===== src/rtl/borrow_look_ahead_sub_16bit_pipe_if.sv =====
// Operand/result bundle for the pipelined 16-bit borrow-lookahead subtractor.
//   master : producer/consumer side (drives operands and out_ready)
//   slave  : subtractor side (drives in_ready and the result)
// Signals:
//   a, b, bin, in_valid -> operand set offered to the subtractor
//   in_ready            <- subtractor can take an operand set this cycle
//   diff, bout, ovf     <- a - b - bin, borrow out, signed overflow
//   out_valid           <- result valid
//   out_ready           -> downstream takes the result this cycle
interface borrow_look_ahead_sub_16bit_pipe_if;
    logic [15:0] a;
    logic [15:0] b;
    logic        bin;
    logic        in_valid;
    logic        in_ready;
    logic [15:0] diff;
    logic        bout;
    logic        ovf;
    logic        out_valid;
    logic        out_ready;

    modport master (
        output a, b, bin, in_valid, out_ready,
        input  in_ready, diff, bout, ovf, out_valid
    );

    modport slave (
        input  a, b, bin, in_valid, out_ready,
        output in_ready, diff, bout, ovf, out_valid
    );
endinterface


===== src/rtl/borrow_look_ahead_sub_16bit_pipe.sv =====
// Four-stage pipelined 16-bit subtractor, diff = a - b - bin (mod 2^16).
// Each stage resolves one 4-bit slice with borrow lookahead and hands its
// borrow to the next slice; the not-yet-used upper operand bits ride along.
// The whole pipe advances together when the output register is empty or
// being drained, so in_ready is simply that advance condition.
// Ports:
//   clk  : clock, rising edge
//   rst  : asynchronous active-high reset, clears everything
//   bus  : operand/result handshake (slave modport)
module borrow_look_ahead_sub_16bit_pipe (
    input  logic clk,
    input  logic rst,
    borrow_look_ahead_sub_16bit_pipe_if.slave bus
);

    localparam int DATA_W = 16;

    // 4-bit borrow lookahead: returns {borrow_out, diff[3:0]}.
    // g = ~a & b (slice bit makes a borrow), p = ~(a ^ b) (bit passes it on).
    function automatic logic [4:0] bla4(
        input logic [3:0] x,
        input logic [3:0] y,
        input logic       bi
    );
        logic [3:0] g;
        logic [3:0] p;
        logic [4:0] c;
        g    = ~x & y;
        p    = ~(x ^ y);
        c[0] = bi;
        c[1] = g[0] | (p[0] & bi);
        c[2] = g[1] | (p[1] & g[0]) | (p[1] & p[0] & bi);
        c[3] = g[2] | (p[2] & g[1]) | (p[2] & p[1] & g[0])
             | (p[2] & p[1] & p[0] & bi);
        c[4] = g[3] | (p[3] & g[2]) | (p[3] & p[2] & g[1])
             | (p[3] & p[2] & p[1] & g[0])
             | (p[3] & p[2] & p[1] & p[0] & bi);
        return {c[4], x ^ y ^ c[3:0]};
    endfunction

    // Signed overflow: operands of different sign and result sign differs from a.
    function automatic logic ovf_f(input logic a_msb, input logic b_msb, input logic d_msb);
        return (a_msb ^ b_msb) & (d_msb ^ a_msb);
    endfunction

    logic                 adv;

    logic                 vld_p0;
    logic [DATA_W-1:0]    a_p0;
    logic [DATA_W-1:0]    b_p0;
    logic                 brw_p0;

    logic                 vld_p1;
    logic [DATA_W-1:4]    a_p1;
    logic [DATA_W-1:4]    b_p1;
    logic [3:0]           d_p1;
    logic                 brw_p1;

    logic                 vld_p2;
    logic [DATA_W-1:8]    a_p2;
    logic [DATA_W-1:8]    b_p2;
    logic [7:0]           d_p2;
    logic                 brw_p2;

    logic                 vld_p3;
    logic [DATA_W-1:12]   a_p3;
    logic [DATA_W-1:12]   b_p3;
    logic [11:0]          d_p3;
    logic                 brw_p3;

    logic                 out_valid_r;
    logic [DATA_W-1:0]    diff_r;
    logic                 bout_r;
    logic                 ovf_r;

    logic [4:0]           s0;
    logic [4:0]           s1;
    logic [4:0]           s2;
    logic [4:0]           s3;

    assign adv = ~out_valid_r | bus.out_ready;

    assign s0 = bla4(a_p0[3:0],   b_p0[3:0],   brw_p0);
    assign s1 = bla4(a_p1[7:4],   b_p1[7:4],   brw_p1);
    assign s2 = bla4(a_p2[11:8],  b_p2[11:8],  brw_p2);
    assign s3 = bla4(a_p3[15:12], b_p3[15:12], brw_p3);

    always_ff @(posedge clk or posedge rst) begin
        if (rst) begin
            vld_p0      <= 1'b0;
            a_p0        <= '0;
            b_p0        <= '0;
            brw_p0      <= 1'b0;
            vld_p1      <= 1'b0;
            a_p1        <= '0;
            b_p1        <= '0;
            d_p1        <= '0;
            brw_p1      <= 1'b0;
            vld_p2      <= 1'b0;
            a_p2        <= '0;
            b_p2        <= '0;
            d_p2        <= '0;
            brw_p2      <= 1'b0;
            vld_p3      <= 1'b0;
            a_p3        <= '0;
            b_p3        <= '0;
            d_p3        <= '0;
            brw_p3      <= 1'b0;
            out_valid_r <= 1'b0;
            diff_r      <= '0;
            bout_r      <= 1'b0;
            ovf_r       <= 1'b0;
        end else if (adv) begin
            // capture -> p0: raw operands, bin becomes the slice-0 borrow
            vld_p0 <= bus.in_valid;
            a_p0   <= bus.a;
            b_p0   <= bus.b;
            brw_p0 <= bus.bin;

            // p0 -> p1: bits [3:0] resolved
            vld_p1 <= vld_p0;
            a_p1   <= a_p0[15:4];
            b_p1   <= b_p0[15:4];
            d_p1   <= s0[3:0];
            brw_p1 <= s0[4];

            // p1 -> p2: bits [7:4] resolved
            vld_p2 <= vld_p1;
            a_p2   <= a_p1[15:8];
            b_p2   <= b_p1[15:8];
            d_p2   <= {s1[3:0], d_p1};
            brw_p2 <= s1[4];

            // p2 -> p3: bits [11:8] resolved
            vld_p3 <= vld_p2;
            a_p3   <= a_p2[15:12];
            b_p3   <= b_p2[15:12];
            d_p3   <= {s2[3:0], d_p2};
            brw_p3 <= s2[4];

            // p3 -> output: bits [15:12] resolved; result only updates on a
            // real operand so it holds its last value across bubbles
            out_valid_r <= vld_p3;
            if (vld_p3) begin
                diff_r <= {s3[3:0], d_p3};
                bout_r <= s3[4];
                ovf_r  <= ovf_f(a_p3[15], b_p3[15], s3[3]);
            end
        end
    end

    assign bus.in_ready  = adv;
    assign bus.out_valid = out_valid_r;
    assign bus.diff      = diff_r;
    assign bus.bout      = bout_r;
    assign bus.ovf       = ovf_r;

endmodule

===== src/flat_wrapper.sv =====
// flat-port wrapper written by rule: the top's interface ports become plain ports
module borrow_look_ahead_sub_16bit_pipe_flat 
  (clk, rst, bus_a, bus_b, bus_bin, bus_in_valid, bus_out_ready, bus_in_ready, bus_diff, bus_bout, bus_ovf, bus_out_valid);
  borrow_look_ahead_sub_16bit_pipe_if bus_i ();
  input  logic clk;
  input  logic rst;
  input wire logic [$bits(bus_i.a)-1:0] bus_a;
  input wire logic [$bits(bus_i.b)-1:0] bus_b;
  input wire logic [$bits(bus_i.bin)-1:0] bus_bin;
  input wire logic [$bits(bus_i.in_valid)-1:0] bus_in_valid;
  input wire logic [$bits(bus_i.out_ready)-1:0] bus_out_ready;
  output wire logic [$bits(bus_i.in_ready)-1:0] bus_in_ready;
  output wire logic [$bits(bus_i.diff)-1:0] bus_diff;
  output wire logic [$bits(bus_i.bout)-1:0] bus_bout;
  output wire logic [$bits(bus_i.ovf)-1:0] bus_ovf;
  output wire logic [$bits(bus_i.out_valid)-1:0] bus_out_valid;
  assign bus_i.a = bus_a;
  assign bus_i.b = bus_b;
  assign bus_i.bin = bus_bin;
  assign bus_i.in_valid = bus_in_valid;
  assign bus_i.out_ready = bus_out_ready;
  assign bus_in_ready = bus_i.in_ready;
  assign bus_diff = bus_i.diff;
  assign bus_bout = bus_i.bout;
  assign bus_ovf = bus_i.ovf;
  assign bus_out_valid = bus_i.out_valid;
  borrow_look_ahead_sub_16bit_pipe u_core (.clk(clk), .rst(rst), .bus(bus_i));
endmodule

===== config.mk =====
export PLATFORM = sky130hd
export DESIGN_NAME = borrow_look_ahead_sub_16bit_pipe_flat
export DESIGN_NICKNAME = d
export VERILOG_FILES = /design/src/rtl/borrow_look_ahead_sub_16bit_pipe_if.sv /design/src/rtl/borrow_look_ahead_sub_16bit_pipe.sv /design/src/flat_wrapper.sv
export SDC_FILE = /design/constraint.sdc
export NUM_CORES = 1
export LEC_CHECK = 0
export BUFFER_PORTS_ARGS = -buffer_cell sky130_fd_sc_hd__buf_4
export CORE_ASPECT_RATIO = 2
export CORE_MARGIN = 2
export CORE_UTILIZATION = 30
export CTS_CLUSTER_DIAMETER = 100
export CTS_CLUSTER_SIZE = 40
export DETAILED_ROUTE_END_ITERATION = 6
export SLEW_MARGIN = 20
export SYNTH_ARGS = -nofsm -noshare
export SYNTH_HDL_FRONTEND = slang
export SYNTH_SLANG_ARGS = --single-unit
export TNS_END_PERCENT = 5

===== constraint.sdc =====
create_clock -name clk -period 5.3 [get_ports clk]
set_clock_uncertainty 0.15 [all_clocks]
set_input_delay 1.59 -clock clk [delete_from_list [all_inputs] [get_ports clk]]
set_output_delay 1.59 -clock clk [all_outputs]
set_load 0.005 [all_outputs]

==> impl_results.md <==
- Status: completed
- Post-synthesis cell count: between 500 and 600
- Most common cell after layout, fill and taps aside: nand2_1
- Final TNS setup: 0 ps
- Pwr dens: 640 mW/mm^2
- Io pins: 57
- Max transition margin: 41.7%
- Mapped Nets: 621
- Commonest non-fill, non-tap cells in the layout: 268 x nand2_1, 131 x dfrtp_1, 60 x buf_4
- Initial DRC count: just over 200
- DR DRC count: 0
- Top delay family on crit path: buffers and inverters
- Synthesized cell area: 0.00550 mm^2
- Via/cell ratio: 4.35
- WP data arrival: between 2000 and 2500 ps
- Critical path launch point type: primary input
- Kind of end point of the critical path: output port
- Total gr overflow: 0
- Clock power frac: 28.7%
- Placer congestion estimate: 0.734
- Logic pwr share: 32.0%
- Power Internal: 2890 uW
- Post-layout min period: 4220 ps
- Tightest Pin Transition: 875 ps
- Total wire length: 10500 um
- Worst hold slack: ~310 ps
- ANT cells: 0
- Pin count of the biggest net entering global routing: 96
- Synth Register Bits: approximately 130
- Final #Nets: between 600 and 700
- Unrepaired setup endpoints after global routing: false
- CTS tree: yes
- Placed Area: 0.00609 mm^2
- Max Root-Sink Buffers: 2
- Clock Latency Late Sink: 410 ps
- Tot GR Track Use: 11.6%
- H-tree levels: 4
- FF-to-FF setup slack: ~2600 ps
- DP Worst Slack: 1070 ps
- Register share of total power: approximately two fifths
- Max-cap violations: 0
- Most frequent CP cell: buf_4
- Synth async-reset ratio: 100%
- Initial cell density of the core: a little under a third
- Final setup margin: 1080 ps
- Bufs and invs on worst path: 3
- Max Slew Vio Count: 0
- Worst Path Required: 3560 ps
- Standard-cell rows: 70
- Die height: approximately 200 um
- Switching portion of total power: 32.8%
- Leak Pwr: 0.00346 uW
- Root Buffer: clkbuf_16
- Port-buffer cells: 56
- Core Box Area: 0.0181 mm^2
- First-pass GRT wire length: about 18000 um
- Yosys warnings: 0
- Post-synth EDFFs: 0
- Share of layout cells above drive strength 1: between 15 and 20%
- Post-Syn Area per Cell: 9.75 um^2
- Hold Vio Cnt, Final: 0
- Layout Area Growth over Synthesis: 22.1%
- Yosys cell types: 29
- # fillers: ~1800
- Crit Path Class: primary input to output port
- Vias: 3675
- Drt pass-1 iters: 4
- Psw: 1410 uW
- Vias in the first global route: approximately 3700
- Final Setup Violations: 0
- Crit path largest cell delay: about 260 ps
- Register area share after synthesis: 59.6%
- Dpl hpwl: 6960 um
- Initial antenna violation count: 0
- CTS buffer count: 17
- Die area: 0.0195 mm^2
- Placed Cells: 813
- Post-DRT Antenna Nets: 0
- Critical path fanouts, max: 57
- Critical-path cell list: buf_4 -> nor2b_4 -> inv_4 -> buf_4
- Postcts setup bufs: 0
- Post-route cell area: ~0.0067 mm^2
- Post-route insts no fill: 845
- Worst min-delay path category: register to register
- Reg clk slew, reported paths: around 60 ps
- Top FF cell, synth: dfrtp_1
- Clock sinks: ~130
- Cts hold-fix bufs: 0
- IR Drop Worst-Case VDD: 248 uV
- Critical Path Slowest Stage Cell: nor2b_4
- Die width: 99.7 um
- Final period utilization: between 70% and 80%
- Achievable Freq: ~240 MHz
- CTS resizes: 0
- WL/cell: 12.5 um
stage by stage:
step                util [%]  total power (uW)
CTS                     37.0              4380
global placement        33.6              3070
floorplan                  -              2710
detailed placement      33.6              3110
finish                  37.0              4300
global route            37.0              4650
worst min-delay path, cell delays in order, from the launching register on:
cell and delay [ps]:
dfrtp_1 340, nand2_1 50, nand2_1 50
cell type report:
class	instances	area [um^2]	share of cell area, %
sequential	131	3280	48.8
multi-input combinational	382	1990	29.6
timing repair buffer	60	450	6.71
clock buffer	20	447	6.65
tap	216	270	4.03
clock inverter	12	180	2.68
inverter	24	97.6	1.45
logic make-up after synthesis:
kind of cell	after synthesis	share of synthesized area, %
AO/OA/AOI/OAI	63	7.03
XOR/XNOR	10	1.59
adder cells (fa/ha/maj)	20	5.10
buffers and inverters	51	4.28
flip-flops	131	59.6
multiplexers	13	3.26
AND/OR/NAND/NOR	276	19.1
worst paths after layout:
check	cells past startpoint	start	end
setup / recovery	4	bus_out_ready	bus_in_ready
hold / removal	2	u_core.b_p1[14]$_DFFE_PP0N_	u_core.b_p1[14]$_DFFE_PP0N_
setup reg to reg	5	u_core.bus.out_valid$_DFFE_PP0N_	u_core.bus.diff[0]$_DFFE_PP0P_
hold reg to reg	2	u_core.b_p1[14]$_DFFE_PP0N_	u_core.b_p1[14]$_DFFE_PP0N_
max in group asynchronous	3	rst	u_core.a_p0[5]$_DFFE_PP0N_
min in group asynchronous	2	rst	u_core.a_p1[11]$_DFFE_PP0N_
power by group through the flow:
stage	clock network, uW	registers, uW	logic (uW)
floorplan	0	1640	1080
global placement	0	1700	1370
detailed placement	0	1710	1410
CTS	1260	1690	1420
global route	1300	1750	1600
finish	1240	1680	1380
state kept, by name, indices dropped and copies added, names as in the netlist, 4 cells and up:
name,flops
u_core.d_p3,12
u_core.b_p2,8
u_core.d_p1,4
u_core.b_p0,16
u_core.bus.diff,16
u_core.b_p1,12
u_core.a_p0,16
u_core.a_p2,8
u_core.a_p1,12
u_core.a_p3,4
u_core.b_p3,4
u_core.d_p2,8
synthesized netlist by cell type (4+ instances only):
| library cell | n | area [um^2] |
|---|---|---|
| mux2_4 | 9 | 135 |
| nor2_1 | 4 | 15.0 |
| a211oi_1 | 8 | 60.1 |
| xor2_1 | 4 | 35.0 |
| o21ai_0 | 35 | 175 |
| ha_1 | 16 | 200 |
| buf_2 | 15 | 75.1 |
| a21oi_1 | 7 | 35.0 |
| xnor2_1 | 6 | 52.6 |
| inv_1 | 23 | 86.3 |
| nand2_1 | 268 | 1010 |
| dfrtp_1 | 131 | 3280 |
| fa_1 | 4 | 80.1 |
| clkbuf_1 | 9 | 33.8 |
routing by layer:
metal	share of wire (%)	track usage, %
met5	0	0
met4	2.5	5.68
met3	2.9	3.04
met2	54	20.0
met1	41	13.2
Power figures use the tool's default switching activity.
